### config.mk
export PLATFORM = sky130hd
export DESIGN_NAME = writeback_stage_pipe_flat
export DESIGN_NICKNAME = d
export VERILOG_FILES = /design/src/rtl/writeback_stage_pipe_if.sv /design/src/rtl/writeback_stage_pipe.sv /design/src/flat_wrapper.sv
export SDC_FILE = /design/constraint.sdc
export NUM_CORES = 1
export LEC_CHECK = 0
export CORE_ASPECT_RATIO = 0.7
export CORE_MARGIN = 2
export CORE_UTILIZATION = 34
export DETAILED_ROUTE_END_ITERATION = 10
export PLACE_DENSITY = 0.88
export SLEW_MARGIN = 40
export SYNTH_ARGS = -nofsm -noshare
export SYNTH_HDL_FRONTEND = slang
export SYNTH_SLANG_ARGS = --single-unit
### constraint.sdc
create_clock -name i_clk -period 2.5 [get_ports i_clk]
set_input_delay 0.5 -clock i_clk [delete_from_list [all_inputs] [get_ports i_clk]]
set_output_delay 0.5 -clock i_clk [all_outputs]
set_load 0.005 [all_outputs]
### src/rtl/writeback_stage_pipe_if.sv
// MEM/WB boundary bundle: payload from the memory stage into the writeback
// stage, and the regfile write / forwarding / retire outputs back out.
interface writeback_stage_pipe_if #(
    parameter int XLEN     = 32,
    parameter int NUM_SRC  = 4,
    parameter int RETIRE_W = 32
);
    localparam int SEL_W = $clog2(NUM_SRC);

    // Pipeline control and incoming payload
    logic                    i_wb_stall;
    logic                    i_wb_flush;
    logic                    i_wb_valid;
    logic [31:0]             i_wb_inst;
    logic [NUM_SRC*XLEN-1:0] i_wb_src_data;
    logic [SEL_W-1:0]        i_wb_wb_sel;
    logic                    i_wb_rd_wren;
    logic [1:0]              i_wb_ld_off;

    // Registered results
    logic [XLEN-1:0]         o_wb_data_wb;
    logic [4:0]              o_wb_rd_addr;
    logic                    o_wb_rd_wren;
    logic                    o_wb_fwd_valid;
    logic [4:0]              o_wb_fwd_addr;
    logic [XLEN-1:0]         o_wb_fwd_data;
    logic                    o_wb_valid;
    logic [RETIRE_W-1:0]     o_wb_retire_cnt;

    // Upstream side: drives the payload, observes the stage outputs
    modport master (
        output i_wb_stall, i_wb_flush, i_wb_valid, i_wb_inst, i_wb_src_data,
               i_wb_wb_sel, i_wb_rd_wren, i_wb_ld_off,
        input  o_wb_data_wb, o_wb_rd_addr, o_wb_rd_wren, o_wb_fwd_valid,
               o_wb_fwd_addr, o_wb_fwd_data, o_wb_valid, o_wb_retire_cnt
    );

    // The writeback stage itself
    modport slave (
        input  i_wb_stall, i_wb_flush, i_wb_valid, i_wb_inst, i_wb_src_data,
               i_wb_wb_sel, i_wb_rd_wren, i_wb_ld_off,
        output o_wb_data_wb, o_wb_rd_addr, o_wb_rd_wren, o_wb_fwd_valid,
               o_wb_fwd_addr, o_wb_fwd_data, o_wb_valid, o_wb_retire_cnt
    );
endinterface

### src/rtl/writeback_stage_pipe.sv
// RV32 writeback stage: selects the result source, aligns/extends load data,
// registers the MEM/WB payload under stall/flush control, drives the regfile
// write port and forwarding bus, and counts retired instructions.
module writeback_stage_pipe #(
    parameter int XLEN     = 32,
    parameter int NUM_SRC  = 4,
    parameter int RETIRE_W = 32
) (
    input  logic                  i_clk,
    input  logic                  i_reset,
    writeback_stage_pipe_if.slave wb
);
    localparam int SEL_W = $clog2(NUM_SRC);

    // Load funct3 encodings handled by the aligner
    typedef enum logic [2:0] {
        F3_LB  = 3'b000,
        F3_LH  = 3'b001,
        F3_LW  = 3'b010,
        F3_LBU = 3'b100,
        F3_LHU = 3'b101
    } ld_funct3_e;

    // Decoded inputs
    logic [SEL_W-1:0] sel;
    logic [2:0]       funct3;
    logic [4:0]       rd_field;
    logic [1:0]       ld_off;
    logic [XLEN-1:0]  src0;
    logic [31:0]      ld_word;
    logic [7:0]       ld_byte;
    logic [15:0]      ld_half;

    // Combinational results ahead of the pipeline register
    logic [XLEN-1:0]  src_sel_data;
    logic [XLEN-1:0]  ld_aligned;
    logic [XLEN-1:0]  wb_data_next;

    // Pipeline register state and next-state
    logic                valid_q, valid_d;
    logic                wren_q, wren_d;
    logic [4:0]          rd_q, rd_d;
    logic [XLEN-1:0]     data_q, data_d;
    logic [RETIRE_W-1:0] retire_cnt_q, retire_cnt_d;

    // Opcode and upper instruction bits carry no meaning at this stage
    logic unused_inst_bits;
    assign unused_inst_bits = ^{wb.i_wb_inst[31:15], wb.i_wb_inst[6:0]};

    assign sel      = wb.i_wb_wb_sel;
    assign funct3   = wb.i_wb_inst[14:12];
    assign rd_field = wb.i_wb_inst[11:7];
    assign ld_off   = wb.i_wb_ld_off;
    assign src0     = wb.i_wb_src_data[XLEN-1:0];
    assign ld_word  = src0[31:0];

    // Byte lane picked by the full offset; halfword lane by offset[1] only,
    // so a misaligned LH quietly reads the enclosing aligned half.
    assign ld_byte  = ld_word[{ld_off, 3'b000} +: 8];
    assign ld_half  = ld_word[{ld_off[1], 4'b0000} +: 16];

    // Pick the result source; selects beyond NUM_SRC yield zero
    always_comb begin
        // NOTE: every always_comb output gets a default before any branch,
        // otherwise an unassigned path infers a latch.
        src_sel_data = '0;
        for (int k = 0; k < NUM_SRC; k++) begin
            if (int'(sel) == k) begin
                src_sel_data = wb.i_wb_src_data[k*XLEN +: XLEN];
            end
        end
    end

    // Align and extend load data from source 0 according to funct3
    always_comb begin
        ld_aligned = src0;
        case (funct3)
            F3_LB:   ld_aligned = XLEN'($signed(ld_byte));
            F3_LH:   ld_aligned = XLEN'($signed(ld_half));
            F3_LW:   ld_aligned = XLEN'($signed(ld_word));
            F3_LBU:  ld_aligned = XLEN'(ld_byte);
            F3_LHU:  ld_aligned = XLEN'(ld_half);
            default: ld_aligned = src0;
        endcase
    end

    // Alignment only matters for the load source
    assign wb_data_next = (sel == '0) ? ld_aligned : src_sel_data;

    // Next-state: flush squashes, stall holds everything, otherwise load
    always_comb begin
        valid_d      = valid_q;
        wren_d       = wren_q;
        rd_d         = rd_q;
        data_d       = data_q;
        retire_cnt_d = retire_cnt_q;
        if (wb.i_wb_flush) begin
            // Data and rd are left as-is; valid=0 already blocks any write
            valid_d = 1'b0;
            wren_d  = 1'b0;
        end else if (!wb.i_wb_stall) begin
            valid_d = wb.i_wb_valid;
            wren_d  = wb.i_wb_rd_wren;
            rd_d    = rd_field;
            data_d  = wb_data_next;
            if (wb.i_wb_valid) begin
                // Every real instruction retires, with or without an rd write
                retire_cnt_d = retire_cnt_q + RETIRE_W'(1);
            end
        end
    end

    // Pipeline register with synchronous reset taking priority
    always_ff @(posedge i_clk) begin
        // NOTE: sequential state uses non-blocking assignment so every
        // register samples the pre-edge values of the others.
        if (i_reset) begin
            // NOTE: the datapath registers are reset too, not just the
            // control bits, because all outputs must read zero after reset.
            valid_q      <= 1'b0;
            wren_q       <= 1'b0;
            rd_q         <= '0;
            data_q       <= '0;
            retire_cnt_q <= '0;
        end else begin
            valid_q      <= valid_d;
            wren_q       <= wren_d;
            rd_q         <= rd_d;
            data_q       <= data_d;
            retire_cnt_q <= retire_cnt_d;
        end
    end

    // Regfile write, suppressed for x0 and for bubbles
    assign wb.o_wb_rd_wren    = valid_q & wren_q & (rd_q != 5'd0);
    assign wb.o_wb_data_wb    = data_q;
    assign wb.o_wb_rd_addr    = rd_q;
    assign wb.o_wb_valid      = valid_q;

    // Forwarding bus mirrors the regfile write port
    assign wb.o_wb_fwd_valid  = wb.o_wb_rd_wren;
    assign wb.o_wb_fwd_addr   = rd_q;
    assign wb.o_wb_fwd_data   = data_q;

    assign wb.o_wb_retire_cnt = retire_cnt_q;

endmodule

### src/flat_wrapper.sv
// flat-port wrapper written by rule: the top's interface ports become plain ports
module writeback_stage_pipe_flat 
#(
    parameter int XLEN     = 32,
    parameter int NUM_SRC  = 4,
    parameter int RETIRE_W = 32
)
  (i_clk, i_reset, wb_i_wb_stall, wb_i_wb_flush, wb_i_wb_valid, wb_i_wb_inst, wb_i_wb_src_data, wb_i_wb_wb_sel, wb_i_wb_rd_wren, wb_i_wb_ld_off, wb_o_wb_data_wb, wb_o_wb_rd_addr, wb_o_wb_rd_wren, wb_o_wb_fwd_valid, wb_o_wb_fwd_addr, wb_o_wb_fwd_data, wb_o_wb_valid, wb_o_wb_retire_cnt);
  writeback_stage_pipe_if #(.XLEN(XLEN), .NUM_SRC(NUM_SRC), .RETIRE_W(RETIRE_W)) wb_i ();
  input  logic i_clk;
  input  logic i_reset;
  input wire logic [$bits(wb_i.i_wb_stall)-1:0] wb_i_wb_stall;
  input wire logic [$bits(wb_i.i_wb_flush)-1:0] wb_i_wb_flush;
  input wire logic [$bits(wb_i.i_wb_valid)-1:0] wb_i_wb_valid;
  input wire logic [$bits(wb_i.i_wb_inst)-1:0] wb_i_wb_inst;
  input wire logic [$bits(wb_i.i_wb_src_data)-1:0] wb_i_wb_src_data;
  input wire logic [$bits(wb_i.i_wb_wb_sel)-1:0] wb_i_wb_wb_sel;
  input wire logic [$bits(wb_i.i_wb_rd_wren)-1:0] wb_i_wb_rd_wren;
  input wire logic [$bits(wb_i.i_wb_ld_off)-1:0] wb_i_wb_ld_off;
  output wire logic [$bits(wb_i.o_wb_data_wb)-1:0] wb_o_wb_data_wb;
  output wire logic [$bits(wb_i.o_wb_rd_addr)-1:0] wb_o_wb_rd_addr;
  output wire logic [$bits(wb_i.o_wb_rd_wren)-1:0] wb_o_wb_rd_wren;
  output wire logic [$bits(wb_i.o_wb_fwd_valid)-1:0] wb_o_wb_fwd_valid;
  output wire logic [$bits(wb_i.o_wb_fwd_addr)-1:0] wb_o_wb_fwd_addr;
  output wire logic [$bits(wb_i.o_wb_fwd_data)-1:0] wb_o_wb_fwd_data;
  output wire logic [$bits(wb_i.o_wb_valid)-1:0] wb_o_wb_valid;
  output wire logic [$bits(wb_i.o_wb_retire_cnt)-1:0] wb_o_wb_retire_cnt;
  assign wb_i.i_wb_stall = wb_i_wb_stall;
  assign wb_i.i_wb_flush = wb_i_wb_flush;
  assign wb_i.i_wb_valid = wb_i_wb_valid;
  assign wb_i.i_wb_inst = wb_i_wb_inst;
  assign wb_i.i_wb_src_data = wb_i_wb_src_data;
  assign wb_i.i_wb_wb_sel = wb_i_wb_wb_sel;
  assign wb_i.i_wb_rd_wren = wb_i_wb_rd_wren;
  assign wb_i.i_wb_ld_off = wb_i_wb_ld_off;
  assign wb_o_wb_data_wb = wb_i.o_wb_data_wb;
  assign wb_o_wb_rd_addr = wb_i.o_wb_rd_addr;
  assign wb_o_wb_rd_wren = wb_i.o_wb_rd_wren;
  assign wb_o_wb_fwd_valid = wb_i.o_wb_fwd_valid;
  assign wb_o_wb_fwd_addr = wb_i.o_wb_fwd_addr;
  assign wb_o_wb_fwd_data = wb_i.o_wb_fwd_data;
  assign wb_o_wb_valid = wb_i.o_wb_valid;
  assign wb_o_wb_retire_cnt = wb_i.o_wb_retire_cnt;
  writeback_stage_pipe #(.XLEN(XLEN), .NUM_SRC(NUM_SRC), .RETIRE_W(RETIRE_W)) u_core (.i_clk(i_clk), .i_reset(i_reset), .wb(wb_i));
endmodule
# [After elaboration in Yosys (flattened, before gate mapping)]
# Index checks and enable logic that the tools add are counted.
[totals] wordCells=31 input_bits=170 ram_bits=0 latch_bits=0 rom_bits=0 mem_count=0 out_inout_bits=109 regBits=71
[classes] n_addsub=1 n_bitwise=4 n_lt_le_gt_ge=0 n_reduce_logical=7 muxes=6 div=0 n_eq_ne=6 n_shift=2 mul=0
[op_table] op="32-bit 2-to-1 mux" count=5
[op_table] op="32-bit case mux with 4 select lines" count=1
[op_table] op="32-bit by 1-bit adder with 32-bit output, second input constant" count=1
[op_table] op="32-bit by 6-bit variable part select with 16-bit output" count=1
[op_table] op="32-bit by 6-bit variable part select with 8-bit output" count=1
[op_table] op="3-bit == test, second input constant" count=2
[op_table] op="5-bit nonzero test" count=1
[op_table] op="2-bit == test, second input constant" count=2
[op_table] op="2-bit logical NOT" count=2
[op_table] op="3-bit by 1-bit == test with 1-bit output, second input constant" count=1
[op_table] op="3-bit logical NOT" count=1
[op_table] op="3-bit AND reduction" count=1
[op_table] op="1-bit AND" count=2
[op_table] op="2-bit by 1-bit == test with 1-bit output, second input constant" count=1
[op_table] op="1-bit inverter" count=2
[op_table] op="2-bit AND reduction" count=1
[op_table] op="2-bit OR reduction" count=1

# [Depth between registers and ports, before layout]
[depth] depth_word=6 mapped_depth=7 mapped_depth_nobuf=5

# [Worst setup path before layout]
# Ideal clock, no wire load.
[synth_timing] path_type="input -> register" startpoint="in wb_i_wb_ld_off[1]" endpoint="reg u_core.data_q[26], in the netlist u_core.wb.o_wb_data_wb[26]" slack_ns=0.020 setup_time_ns=0.139 stages=6 t_required_ns=2.361 n_path_buf=2 arrival_time_ns=2.341 path_cell_list="clkbuf_1 mux2_2 mux2_2 a211oi_1 buf_2 a221oi_1"
[synth_via] elab_chain_len=3 elab_cells_between_ends=4 cone_classes="shift (2); mux (2)"
[synth_lines] item="start: declaration" line_no="flat_wrapper.sv:19" rtl="input wire logic [$bits(wb_i.i_wb_ld_off)-1:0] wb_i_wb_ld_off;"
[synth_lines] item="32-bit by 6-bit variable part select with 16-bit output / 32-bit by 6-bit variable part select with 8-bit output (equally long branches)" line_no="writeback_stage_pipe.sv:60, writeback_stage_pipe.sv:59"
[synth_lines] item="32-bit case mux with 4 select lines *" line_no="writeback_stage_pipe.sv:77" rtl="case (funct3)"
[synth_lines] item="32-bit 2-to-1 mux *" line_no="writeback_stage_pipe.sv:88" rtl="assign wb_data_next = (sel == '0) ? ld_aligned : src_sel_data;"
[synth_lines] item="end signal: assignment" line_no="writeback_stage_pipe.sv:129" rtl="data_q <= data_d;"
[synth_lines] item="end: declaration" line_no="writeback_stage_pipe.sv:43" rtl="logic [XLEN-1:0] data_q, data_d;"
# Every way passes the cells marked *; elsewhere a longest branch is shown, timed or not.
# A chain may end at the register's enable or synchronous reset.

# [Worst setup path in the final report]
[layout_timing] startpoint="in wb_i_wb_stall" endpoint="reg u_core.retire_cnt_q[28], in the netlist u_core.wb.o_wb_retire_cnt[28]"
[layout_via] elab_chain_len=2
[layout_lines] item="start: declaration" line_no="flat_wrapper.sv:12" rtl="input wire logic [$bits(wb_i.i_wb_stall)-1:0] wb_i_wb_stall;"
[layout_lines] item="1-bit inverter (no source line)"
[layout_lines] item="3-bit AND reduction (no source line)"
[layout_lines] item="end signal: assignment" line_no="writeback_stage_pipe.sv:130" rtl="retire_cnt_q <= retire_cnt_d;"
[layout_lines] item="end: declaration" line_no="writeback_stage_pipe.sv:44" rtl="logic [RETIRE_W-1:0] retire_cnt_q, retire_cnt_d;"
# No other way between the ends.

==> impl_metrics.yaml <==
placed_design:
  place_hpwl_microns: 14000
  placement.io_buffers: 254
  placed_cell_area_sq_mm: 0.00718
  place_inst: 960
  place_congestion: 0.976
logic_synthesis:
  synth-edff-count: 0
  ys_warn_count: 0
  netlist_instances: 568
  yosysUniqueCellTypes: 43
  yosysTopAreaCell: "dfxtp_1"
  syn-num-nets: 739
  synthTopCellsByArea: "dfxtp_1, mux2_2, mux2i_1"
  synth_area_sq_mm: 0.00459
  ys_ff_latch: 71
  synth_ff_type: "dfxtp_1"
  synth_top_area_share_pct: 31.0
  ys_async_sr_fraction_pct: 0
  synth_seq_area_share_pct: 31.0
  syn_area_per_cell_sq_um: 8.08
die:
  fp.dieArea_sq_mm: 0.0145
  placementRows: 35
  io_pins: 279
  start_util_pct: 34.8
  die_y_microns: 101
  die_w_microns: 143
  core_area_sq_mm: 0.0132
drt:
  route.detailed.drc: 0
  drt_first_pass_iters: 4
  wire_per_inst_microns: 18.4
  vias_per_cell: 5.34
  vias: 5215
  drt_iter0_markers: 317
  wl_microns: 18000
  antenna_left: 0
power_and_ir_drop:
  vdd_drop_max_v: 0.000278
  power.switching_uw: 881
  swShare_pct: 26.6
  power_density_mw_per_mm2: 442
  p_leak_nw: 2.71
  p_int_mw: 2.44
  power_frac_clock_pct: 39.7
  combPwrFrac_pct: 23.7
  p_seq_share_pct: 36.6
worst_setup_path:
  cp_slowest_stage_delay_ns: 0.55
  crit_required_ns: 2.72
  r2r_start: "u_core.wb.o_wb_retire_cnt[4]"
  cp_data_arrival_time_ns: 2.70
  path_class: "primary input to flip-flop"
  critPathCaptureType: "flip-flop"
  cp-endpoint: "u_core.wb.o_wb_retire_cnt[28]"
  cp-start-kind: "primary input"
  crit_start: "wb_i_wb_stall"
  path_cells: "clkdlybuf4s50_1 > or3b_4 > or4_1 > buf_6 > nor4_2 > mux2_2"
  reg2reg_depth: 5
  cp_max_fo: 15
  slowest_stage: "or4_1"
  r2r-end: "u_core.wb.o_wb_retire_cnt[28]"
  rrSetupSlack_ns: 0.33
global_routing:
  grt.busiest_layer: "met2"
  grt_antenna_before_repair: 0
  met2_usage_pct: 37.9
  grt_pass1_vias: 5040
  grtUsageTotal_pct: 24.1
  use_met1_pct: 32.2
  grt_pass1_wl_microns: 27200
  grt_overflow: 0
  grt_start_max_net_pins: 39
  use_met3_pct: 6.95
clock_tree:
  cts_tree: "yes"
  cts_root_buffer: "clkbuf_16"
  clk_pin_slew_worst_paths_ns: 0.06
  htree_num_levels: 3
  clk_latency_ns: 0.33
  clk_path_buf_depth: 2
  postCtsHoldBufs: 0
  cts_buffers: 9
  cts.sinks: 71
sta:
  worstMarginPinSlew_ns: 0.554
  period_needed_ns: 2.47
  setup_tns_ns: 0
  fmax_ghz: 0.404
  finalCritPeriodShare_pct: 99.0
  slew_headroom_pct: 63.0
  hold_viol_final: 0
  skew_ns: 0.00327
  setup_viol: 0
  slew_violations: 0
layout:
  syn_to_final_growth_pct: 63.7
  final_cell_mix: "clkdlybuf4s50_1, dfxtp_1, nand2_1, nor2_1, buf_4"
  final_common_cell: "clkdlybuf4s50_1"
  fin_area_sq_mm: 0.00751
  drive_above_1_share_pct: 12.1
  instances_no_fill: 976
  nets: 957
  antenna_cells: 0
hold_path:
  worstHoldPathType: "primary input to flip-flop"
run:
  drv_cap: 0
status:
  status: "completed"
## cell type report
class | instances | area, sq um
Tap cell | 185 | 231
Inverter | 9 | 33.8
Clock inverter | 7 | 77.6
Clock buffer | 9 | 225
Timing Repair Buffer | 290 | 2830
Multi-Input combinational cell | 405 | 2690
Fill cell | 1190 | 5670
Sequential cell | 71 | 1420
## state kept, by name, indices dropped and copies added, names as in the netlist
register / count
u_core.wb.o_wb_data_wb: 32
u_core.wb.o_wb_fwd_addr: 5
u_core.wren_q: 1
u_core.wb.o_wb_retire_cnt: 32
u_core.wb.o_wb_valid: 1
## synthesized netlist by cell type, types with 8 or more instances
master / count
nor3_1: 14
dfxtp_1: 71
a21oi_1: 27
a221o_1: 8
nor2_1: 52
nand3_1: 8
o211ai_1: 15
mux2_2: 30
buf_4: 38
inv_1: 8
o32ai_1: 8
clkbuf_1: 35
o21ai_0: 19
nor2b_1: 23
a221oi_1: 23
mux2i_1: 32
xnor2_1: 8
nand2_1: 70
or3_1: 11
a211oi_1: 9
## how the worst min path moves through the flow
stage | to | startpoint | slack, ns | cells past startpoint
global route | u_core.wren_q | i_reset | 0.44 | 2
global placement | u_core.wb.o_wb_data_wb[22] | u_core.wb.o_wb_data_wb[22] | 0.48 | 2
detailed placement | u_core.wb.o_wb_data_wb[28] | u_core.wb.o_wb_data_wb[28] | 0.49 | 2
CTS | u_core.wren_q | i_reset | 0.42 | 2
finish | u_core.wren_q | i_reset | 0.43 | 2
floorplan | u_core.wb.o_wb_fwd_addr[1] | u_core.wb.o_wb_fwd_addr[1] | 0.47 | 2
## power by group through the flow
stage	clock network, mW	registers (mW)	logic, mW
detailed placement	0	1.24	0.778
global route	1.40	1.22	0.845
floorplan	0	1.23	0.322
finish	1.32	1.21	0.786
CTS	1.35	1.21	0.782
global placement	0	1.24	0.766
## worst max-delay path, delay by kind of cell
family,cells,cell delay [ns]
multiplexers,1,0.37
AND/OR/NAND/NOR,3,1.19
buffers and inverters,2,0.64
## kinds of logic after synthesis
logic type | Yosys count | share of synthesized area, %
buffers and inverters | 92 | 11.2
AND/OR/NAND/NOR | 211 | 22.2
XOR/XNOR | 10 | 1.91
flip-flops | 71 | 31.0
adder cells (fa/ha/maj) | 1 | 0.273
multiplexers | 63 | 14.8
AO/OA/AOI/OAI | 120 | 18.7
## what timing repair did
item,4_1_cts,5_1_grt
setup buffers,0,0
endpoints found under the setup margin,0,5
resized for setup,0,6
## through the flow
step	setup WS (ns)	power (mW)	util, %	hold slack (ns)
after floorplan	0.0198	1.55	-	0.473
after global placement	-0.276	2.00	54.5	0.478
after detailed placement	-0.298	2.02	54.5	0.486
after CTS	0.0150	3.35	56.8	0.423
after global routing	-0.0315	3.46	57.0	0.439
final	0.0252	3.32	57.0	0.432
## metal layers
layer | vias to the layer above | wire length, microns
met1 | 2464 | 7970
li1 | 2459 | -
met4 | 0 | 482
met2 | 254 | 7940
met5 | - | 0
met3 | 38 | 1600
No activity file was read; power rests on OpenSTA's default activity.
